<file path="src/rtl/riscv_pipe_pkg.sv">
// Shared pipeline definitions: the decoder control bundle and the ALU-op encodings.
package riscv_pipe_pkg;

  localparam int unsigned CTRL_W = 8;
  localparam int unsigned REG_AW = 5;

  localparam logic [1:0] ALUOP_MEM = 2'b00;
  localparam logic [1:0] ALUOP_BR  = 2'b01;
  localparam logic [1:0] ALUOP_R   = 2'b10;
  localparam logic [1:0] ALUOP_I   = 2'b11;

  // Decoder control bundle carried down the pipe, MSB first.
  typedef struct packed {
    logic [1:0] alu_op;
    logic       alu_src;
    logic       branch;
    logic       mem_read;
    logic       mem_write;
    logic       reg_write;
    logic       mem_to_reg;
  } ctrl_t;

endpackage

</file>
<file path="src/rtl/id_ex_hazard.sv">
// Load-use hazard compare: the load in EX writes a register that ID reads.
// Ports:
//   id_valid_i      ID holds a real instruction
//   ex_valid_i      EX holds a real instruction
//   ex_mem_read_i   EX instruction is a load
//   ex_rd_i         EX destination index
//   id_rs1_i/rs2_i  ID source indices
//   hazard_c_o      combinational hazard flag
module id_ex_hazard #(
  parameter int unsigned REG_AW = 5
) (
  input  logic              id_valid_i,
  input  logic              ex_valid_i,
  input  logic              ex_mem_read_i,
  input  logic [REG_AW-1:0] ex_rd_i,
  input  logic [REG_AW-1:0] id_rs1_i,
  input  logic [REG_AW-1:0] id_rs2_i,
  output logic              hazard_c_o
);

  logic rd_nonzero_c;
  logic src_match_c;

  // x0 is never written, so a load into x0 can never create a dependency.
  assign rd_nonzero_c = (ex_rd_i != REG_AW'(0));
  assign src_match_c  = (ex_rd_i == id_rs1_i) || (ex_rd_i == id_rs2_i);
  assign hazard_c_o   = id_valid_i && ex_valid_i && ex_mem_read_i && rd_nonzero_c && src_match_c;

endmodule

</file>
<file path="src/rtl/id_ex_stage.sv">
// ID->EX pipeline register with load-use hazard detection.
// Captures the decoder control bundle and ID operands each cycle, inserts one
// bubble per load-use hazard, and clears its contents on a mispredict flush.
// Ports:
//   clk_i, rst_i                 clock (rising), async active-high reset
//   id_*_i                       ID-stage control, operands and indices
//   flush_i                      kill the instruction entering EX
//   hold_i                       freeze all EX registers
//   noop_o                       to decoder: force control to zero (comb)
//   stall_o                      to PC / IF-ID: hold fetch and decode (comb)
//   ex_*_o                       registered EX-stage copies
// Optional: define ID_EX_PERF_EN to add saturating bubble_cnt_o / flush_cnt_o.
module id_ex_stage
  import riscv_pipe_pkg::*;
#(
  parameter int unsigned XLEN   = 32,
  parameter int unsigned REG_AW = 5
) (
  input  logic              clk_i,
  input  logic              rst_i,
  input  ctrl_t             id_ctrl_i,
  input  logic              id_valid_i,
  input  logic [XLEN-1:0]   id_pc_i,
  input  logic [XLEN-1:0]   id_rs1_data_i,
  input  logic [XLEN-1:0]   id_rs2_data_i,
  input  logic [XLEN-1:0]   id_imm_i,
  input  logic [REG_AW-1:0] id_rs1_i,
  input  logic [REG_AW-1:0] id_rs2_i,
  input  logic [REG_AW-1:0] id_rd_i,
  input  logic [9:0]        id_funct_i,
  input  logic              flush_i,
  input  logic              hold_i,
  output logic              noop_o,
  output logic              stall_o,
  output ctrl_t             ex_ctrl_o,
  output logic              ex_valid_o,
  output logic [XLEN-1:0]   ex_pc_o,
  output logic [XLEN-1:0]   ex_rs1_data_o,
  output logic [XLEN-1:0]   ex_rs2_data_o,
  output logic [XLEN-1:0]   ex_imm_o,
  output logic [REG_AW-1:0] ex_rs1_o,
  output logic [REG_AW-1:0] ex_rs2_o,
  output logic [REG_AW-1:0] ex_rd_o,
  output logic [9:0]        ex_funct_o
`ifdef ID_EX_PERF_EN
  ,
  output logic [31:0]       bubble_cnt_o,
  output logic [31:0]       flush_cnt_o
`endif
);

  ctrl_t              ctrl_q, ctrl_d;
  logic               valid_q, valid_d;
  logic [XLEN-1:0]    pc_q, pc_d;
  logic [XLEN-1:0]    rs1_data_q, rs1_data_d;
  logic [XLEN-1:0]    rs2_data_q, rs2_data_d;
  logic [XLEN-1:0]    imm_q, imm_d;
  logic [REG_AW-1:0]  rs1_q, rs1_d;
  logic [REG_AW-1:0]  rs2_q, rs2_d;
  logic [REG_AW-1:0]  rd_q, rd_d;
  logic [9:0]         funct_q, funct_d;
  logic               hazard_c;
  logic               bubble_c;

  id_ex_hazard #(.REG_AW(REG_AW)) u_hazard (
    .id_valid_i    (id_valid_i),
    .ex_valid_i    (valid_q),
    .ex_mem_read_i (ctrl_q.mem_read),
    .ex_rd_i       (rd_q),
    .id_rs1_i      (id_rs1_i),
    .id_rs2_i      (id_rs2_i),
    .hazard_c_o    (hazard_c)
  );

  // A flush already empties EX, so it absorbs the hazard without stalling.
  assign noop_o   = !rst_i && hazard_c && !flush_i;
  assign stall_o  = !rst_i && (noop_o || hold_i);
  // A bubble is only counted as inserted when neither flush nor hold wins.
  assign bubble_c = hazard_c && !flush_i && !hold_i;

  // Next-state priority: flush > hold > hazard bubble > capture.
  always_comb begin
    ctrl_d     = ctrl_q;
    valid_d    = valid_q;
    pc_d       = pc_q;
    rs1_data_d = rs1_data_q;
    rs2_data_d = rs2_data_q;
    imm_d      = imm_q;
    rs1_d      = rs1_q;
    rs2_d      = rs2_q;
    rd_d       = rd_q;
    funct_d    = funct_q;
    if (flush_i || (!hold_i && hazard_c)) begin
      ctrl_d     = '0;
      valid_d    = 1'b0;
      pc_d       = '0;
      rs1_data_d = '0;
      rs2_data_d = '0;
      imm_d      = '0;
      rs1_d      = '0;
      rs2_d      = '0;
      rd_d       = '0;
      funct_d    = '0;
    end else if (!hold_i) begin
      ctrl_d     = id_valid_i ? id_ctrl_i : '0;
      valid_d    = id_valid_i;
      pc_d       = id_pc_i;
      rs1_data_d = id_rs1_data_i;
      rs2_data_d = id_rs2_data_i;
      imm_d      = id_imm_i;
      rs1_d      = id_rs1_i;
      rs2_d      = id_rs2_i;
      rd_d       = id_rd_i;
      funct_d    = id_funct_i;
    end
  end

  // EX register bank.
  always_ff @(posedge clk_i or posedge rst_i) begin
    if (rst_i) begin
      ctrl_q     <= '0;
      valid_q    <= 1'b0;
      pc_q       <= '0;
      rs1_data_q <= '0;
      rs2_data_q <= '0;
      imm_q      <= '0;
      rs1_q      <= '0;
      rs2_q      <= '0;
      rd_q       <= '0;
      funct_q    <= '0;
    end else begin
      ctrl_q     <= ctrl_d;
      valid_q    <= valid_d;
      pc_q       <= pc_d;
      rs1_data_q <= rs1_data_d;
      rs2_data_q <= rs2_data_d;
      imm_q      <= imm_d;
      rs1_q      <= rs1_d;
      rs2_q      <= rs2_d;
      rd_q       <= rd_d;
      funct_q    <= funct_d;
    end
  end

  assign ex_ctrl_o     = ctrl_q;
  assign ex_valid_o    = valid_q;
  assign ex_pc_o       = pc_q;
  assign ex_rs1_data_o = rs1_data_q;
  assign ex_rs2_data_o = rs2_data_q;
  assign ex_imm_o      = imm_q;
  assign ex_rs1_o      = rs1_q;
  assign ex_rs2_o      = rs2_q;
  assign ex_rd_o       = rd_q;
  assign ex_funct_o    = funct_q;

`ifdef ID_EX_PERF_EN
  logic [31:0] bubble_cnt_q, bubble_cnt_d;
  logic [31:0] flush_cnt_q, flush_cnt_d;

  // Saturating event counters.
  always_comb begin
    bubble_cnt_d = bubble_cnt_q;
    flush_cnt_d  = flush_cnt_q;
    if (bubble_c && (bubble_cnt_q != 32'hFFFF_FFFF)) bubble_cnt_d = bubble_cnt_q + 32'd1;
    if (flush_i && (flush_cnt_q != 32'hFFFF_FFFF))   flush_cnt_d  = flush_cnt_q + 32'd1;
  end

  always_ff @(posedge clk_i or posedge rst_i) begin
    if (rst_i) begin
      bubble_cnt_q <= '0;
      flush_cnt_q  <= '0;
    end else begin
      bubble_cnt_q <= bubble_cnt_d;
      flush_cnt_q  <= flush_cnt_d;
    end
  end

  assign bubble_cnt_o = bubble_cnt_q;
  assign flush_cnt_o  = flush_cnt_q;
`else
  logic unused_c;
  assign unused_c = bubble_c;
`endif

endmodule

</file>
<file path="config.mk">
export PLATFORM = sky130hd
export DESIGN_NAME = id_ex_stage
export DESIGN_NICKNAME = d
export VERILOG_FILES = /design/src/rtl/riscv_pipe_pkg.sv /design/src/rtl/id_ex_hazard.sv /design/src/rtl/id_ex_stage.sv
export SDC_FILE = /design/constraint.sdc
export NUM_CORES = 1
export LEC_CHECK = 0
export BUFFER_PORTS_ARGS = -buffer_cell sky130_fd_sc_hd__buf_4
export CAP_MARGIN = 15
export CORE_MARGIN = 4
export CORE_UTILIZATION = 35
export CTS_CLUSTER_SIZE = 30
export DETAILED_ROUTE_END_ITERATION = 6
export PLACE_DENSITY = 0.65
export SYNTH_ARGS = -nofsm -noshare
export SYNTH_HDL_FRONTEND = slang
export SYNTH_SLANG_ARGS = --single-unit
</file>
<file path="constraint.sdc">
create_clock -name clk_i -period 6 [get_ports clk_i]
set_input_delay 0.6 -clock clk_i [delete_from_list [all_inputs] [get_ports clk_i]]
set_output_delay 0.6 -clock clk_i [all_outputs]
set_load 0.02 [all_outputs]
</file>
== After elaboration in Yosys (flattened, before gate mapping) ==
Cells that the tools add are included.

* Flip-flop bits (word level): 162
* Input bits: 166
* Output and inout port bits: 164
* Word-level logic and storage cells: 55

* Equal/unequal tests: 3
* Muxes and demuxes: 21
* Reduce and logical (&&, ||, !) cells: 15

{| class="wikitable"
|+ Operators with widths
! operator !! number
|-
| 32-bit 2-to-1 mux || 8
|-
| 5-bit 2-to-1 mux || 6
|-
| 8-bit 2-to-1 mux || 3
|-
| 10-bit 2-to-1 mux || 2
|-
| 5-bit equality test || 2
|-
| 1-bit logical AND || 8
|-
| 5-bit nonzero test || 1
|-
| 1-bit logical NOT || 3
|-
| 1-bit logical OR || 3
|-
| 1-bit 2-to-1 mux || 2
|-
| 2-bit by 1-bit inequality test with 1-bit output, second input constant || 1
|}

== Logic depth before layout (Yosys ltp) ==
* Depth in word-level cells: 8
* Mapped depth: 7
* Gate-level depth less buffers: 5

== Cells and area by module ==
From an unflattened synthesis, not the netlist that was laid out.

* Cells, all modules: 742
* Area, all modules: 7504.7 µm²

{| class="wikitable"
|+ Modules (own cells, without submodules)
! module !! times used !! cells an instance !! area an instance (µm²) !! seq. area each (µm²)
|-
| id_ex_stage || 1 || 725 || 7375.8 || 4053.9
|-
| id_ex_hazard || 1 || 17 || 128.9 || 0.0
|}

== Worst setup path before layout ==
OpenSTA, ideal clock, no wires.

* Path kind: input-to-output
* Start point: in rst_i
* End point: out stall_o
* Arrival: 4.609 ns
* Required time: 5.400 ns
* Path slack: 0.791 ns
* Cell stages on the path: 2
* Buffers on the path: 0
* Cell sequence: inv_1 > a22o_1

* Cells in the longest elaborated chain, start to end: 5

{| class="wikitable"
|+ RTL lines
! element !! line !! source
|-
| start, declared || id_ex_stage.sv:20 || <nowiki>input logic rst_i,</nowiki>
|-
| 1-bit logical NOT (no line) (*) || - ||
|-
| 1-bit logical AND (2 in a row) || id_ex_stage.sv:76 || <nowiki>assign noop_o = !rst_i && hazard_c && !flush_i;</nowiki>
|-
| 1-bit logical OR || id_ex_stage.sv:77 || <nowiki>assign stall_o = !rst_i && (noop_o || hold_i);</nowiki>
|-
| 1-bit logical AND (*) || id_ex_stage.sv:77 ||
|-
| end, declared || id_ex_stage.sv:34 || <nowiki>output logic stall_o,</nowiki>
|}

Every way passes the cells marked *; elsewhere a longest branch is shown, timed or not.

== Final worst setup path ==
* Start point: reg rd_q[0] (netlist: ex_rd_o[0])
* End point: out noop_o

* Cells in the longest elaborated chain, start to end: 5
* Elaborated cells between the ends (all ways): 8
* Those cells by class: 2 x eq/ne; 6 x reduce/logical

{| class="wikitable"
|+ RTL lines
! element !! line !! source
|-
| start, declared || id_ex_stage.sv:60 || <nowiki>logic [REG_AW-1:0] rd_q, rd_d;</nowiki>
|-
| start signal, assigned || id_ex_stage.sv:140 || <nowiki>rd_q <= rd_d;</nowiki>
|-
| 5-bit equality test or 5-bit nonzero test (tied branches) || id_ex_hazard.sv:26, id_ex_hazard.sv:25 ||
|-
| 1-bit logical OR or 1-bit logical AND (tied branches) || id_ex_hazard.sv:26, id_ex_hazard.sv:27 ||
|-
| 1-bit logical AND (*) || id_ex_hazard.sv:27 || <nowiki>assign hazard_c_o = id_valid_i && ex_valid_i && ex_mem_read_i && rd_nonzero_c && src_match_c;</nowiki>
|-
| 1-bit logical AND (*) (2 in a row) || id_ex_stage.sv:76 ||
|-
| end, declared || id_ex_stage.sv:33 || <nowiki>output logic noop_o,</nowiki>
|}

Marks and branches as above.

==> run summary <==
Synth Flop Type = dfrtp_1
Net count, final = 1189
skew final = 0.0134 ns
arrival time at the worst endpoint = 2.67 ns
Post-Syn Nets = 926
die area = 0.0254 mm²
H-tree Lvls = 4
status = complete, no violations
Rows = 55
n_diodes = 0
Leak = 5.62 nW
DR iter-0 viols = 458
endpoints failing hold = 0
largest net degree at the start of global routing = 182
Vias = 6686
Synth-to-Final Area Change = 37.3%
DPL Wire Length = 14900 µm
final setup vio count = 0
Multi-input gate area = 0.00287 mm²
Longest Clk Path Bufs = 2
setup TNS = 0 ns
Worst Path Buf+Inv = 2
gr ovfl total = 0
Tightest Hold Check Type = primary input to async pin
CP Cell Sequence = xor2_1 > nor3_1 > nand3_1 > a21oi_4 > buf_12 > nor3b_1 > buf_4
largest cells by area after synthesis = dfrtp_1 (51%), o41ai_1 (17%), nand3b_1 (15%)
slowest stage delay, CP = 0.53 ns
TritonCTS clock tree = done
Non-Filler Instances = 1321
cells after synthesis = 760
critical path endpoint category = output pin
placed insts = 1289
syn_area_per_cell = 10.5 µm²
synth cell count leaders = dfrtp_1 (162), inv_1 (162), nand3b_1 (162), o41ai_1 (153), clkbuf_1 (71)
Synth Cell Area = 0.00801 mm²
Die Height = 159 µm
max-slew violation count = 0
CP startpoint kind = flop
Yosys warnings = 0
power density cells = 247 mW/mm²
final instance area = 0.0110 mm²
Post-synth EDFFs = 0
DRT antenna net count = 0
# DRC = 0
slowest cell on the critical path = buf_12
period utilization = 0.544
Fill cells = 2125
CP required = 5.40 ns
FMAX = 306 MHz
CTS sink count = 162
vias in the first global route = 6655
Skew-Pair Late Insertion Delay = 0.42 ns
post-synthesis cell type count = 22
Pre-antenna DRT Iters = 4
critical path class = flop to output pin
final wirelength = 23200 µm
crit-path max FO = 164
Largest delay share family, worst path = buffers and inverters
# IOs = 330
initial antenna violation count = 0
setup ws final = 2.73 ns
DP Worst Slack = 2.87 ns
Port Buffers = 329
die width = 159 µm
RSZ-0062 raised after global routing = false
Setup Fix Bufs, Post-CTS = 0
placed cell area = 0.0104 mm²
first-pass GRT wire length = 36900 µm
RePlAce Congestion = 0.822
GRT Util Overall = 0.176
top-area cell type share of the netlist area = 0.506
drt wl/cell = 17.6 µm
vias per cell = 5.06
register area = 0.00405 mm²
Final min period = 3.27 ns
Starting Density = 0.355
ys async rst share = 1.00
Seq/Total Area, Yosys = 0.506
maxcap violations = 0
setup slack, reg-to-reg = 3.67 ns
core area = 0.0226 mm²
CTS root buf = clkbuf_16
share of layout cells above drive strength 1 = 0.363
register bit count reported by yosys = 162
VDD IR max = 0.149 mV
post_cts resized = 0
largest area contributor in the netlist = dfrtp_1
Slew headroom = 0.261
worst slew pin tran = 1.11 ns
hold buffers post-CTS = 0
CTS buffer count = 17
clk slew on worst S/H paths = 0.07 ns
## registers in the layout (all words and copies together), names as in the netlist
| signal | flops |
|---|---|
| ex_rs2_data_o | 32 |
| ex_valid_o | 1 |
| ex_rs2_o | 5 |
| ex_rs1_data_o | 32 |
| ex_rs1_o | 5 |
| ex_funct_o | 10 |
| ex_rd_o | 5 |
| ex_imm_o | 32 |
| ex_ctrl_o | 8 |
| ex_pc_o | 32 |
## cell type report
class / instances / area share
clock buffers: 20 / 0.0406
clock inverters: 12 / 0.0111
inverters: 162 / 0.0557
multi-input cells: 345 / 0.261
flip-flops and latches: 162 / 0.369
well taps: 285 / 0.0324
repair buffers: 335 / 0.231
## path summary, 6_finish.rpt
| check | startpoint | endpoint | cells after the start |
|---|---|---|---|
| worst max-delay path | ex_rd_o[0] | noop_o | 7 |
| worst min-delay path | rst_i | ex_imm_o[20] | 2 |
| worst max register to register | ex_rd_o[0] | ex_rs2_data_o[21] | 5 |
| worst min register to register | ex_rs2_o[1] | ex_rs2_o[1] | 2 |
| max in group asynchronous | rst_i | ex_imm_o[16] | 3 |
| min in group clk_i | id_rs1_data_i[3] | ex_rs1_data_o[3] | 3 |
## metal layers
layer	wire (µm)	track usage	vias to the layer above
met4	535	0.0639	0
met3	1180	0.0417	29
li1	-	-	3266
met1	10500	0.235	3197
met5	0	0	-
met2	11100	0.282	194
## cell usage in the layout, fill, tap and decap left out, types with 2 or more instances in the layout
cell type,instances
buf_4,332
clkbuf_1,2
clkbuf_16,17
clkinv_4,4
clkinvlp_4,3
dfrtp_1,162
inv_1,161
inv_6,5
nand3_1,2
nand3b_1,162
nor3_1,2
o41ai_1,153
o41ai_2,8
xnor2_1,4
xor2_1,6
## cells by family after synthesis
| kind of cell | after synthesis | share of synthesized area |
|---|---|---|
| AO/OA/AOI/OAI | 165 | 0.189 |
| XOR/XNOR | 10 | 0.0109 |
| buffers and inverters | 253 | 0.137 |
| flip-flops | 162 | 0.506 |
| AND/OR/NAND/NOR | 170 | 0.157 |
## per-stage QoR
step	util	total power, mW	hold WS (ns)
2_1_floorplan	-	1.45	0.527
3_3_place_gp	0.462	1.67	0.488
3_5_place_dp	0.462	1.67	0.493
4_1_cts	0.487	2.76	0.393
5_1_grt	0.487	2.84	0.406
6_report	0.487	2.72	0.353
## report_power, final
group,switching (mW),internal [mW],total (mW)
clock,0.480,0.591,1.07
sequential,0.0374,1.15,1.19
combinational,0.249,0.211,0.459
total,0.766,1.95,2.72
Power figures use the tool's default switching activity.
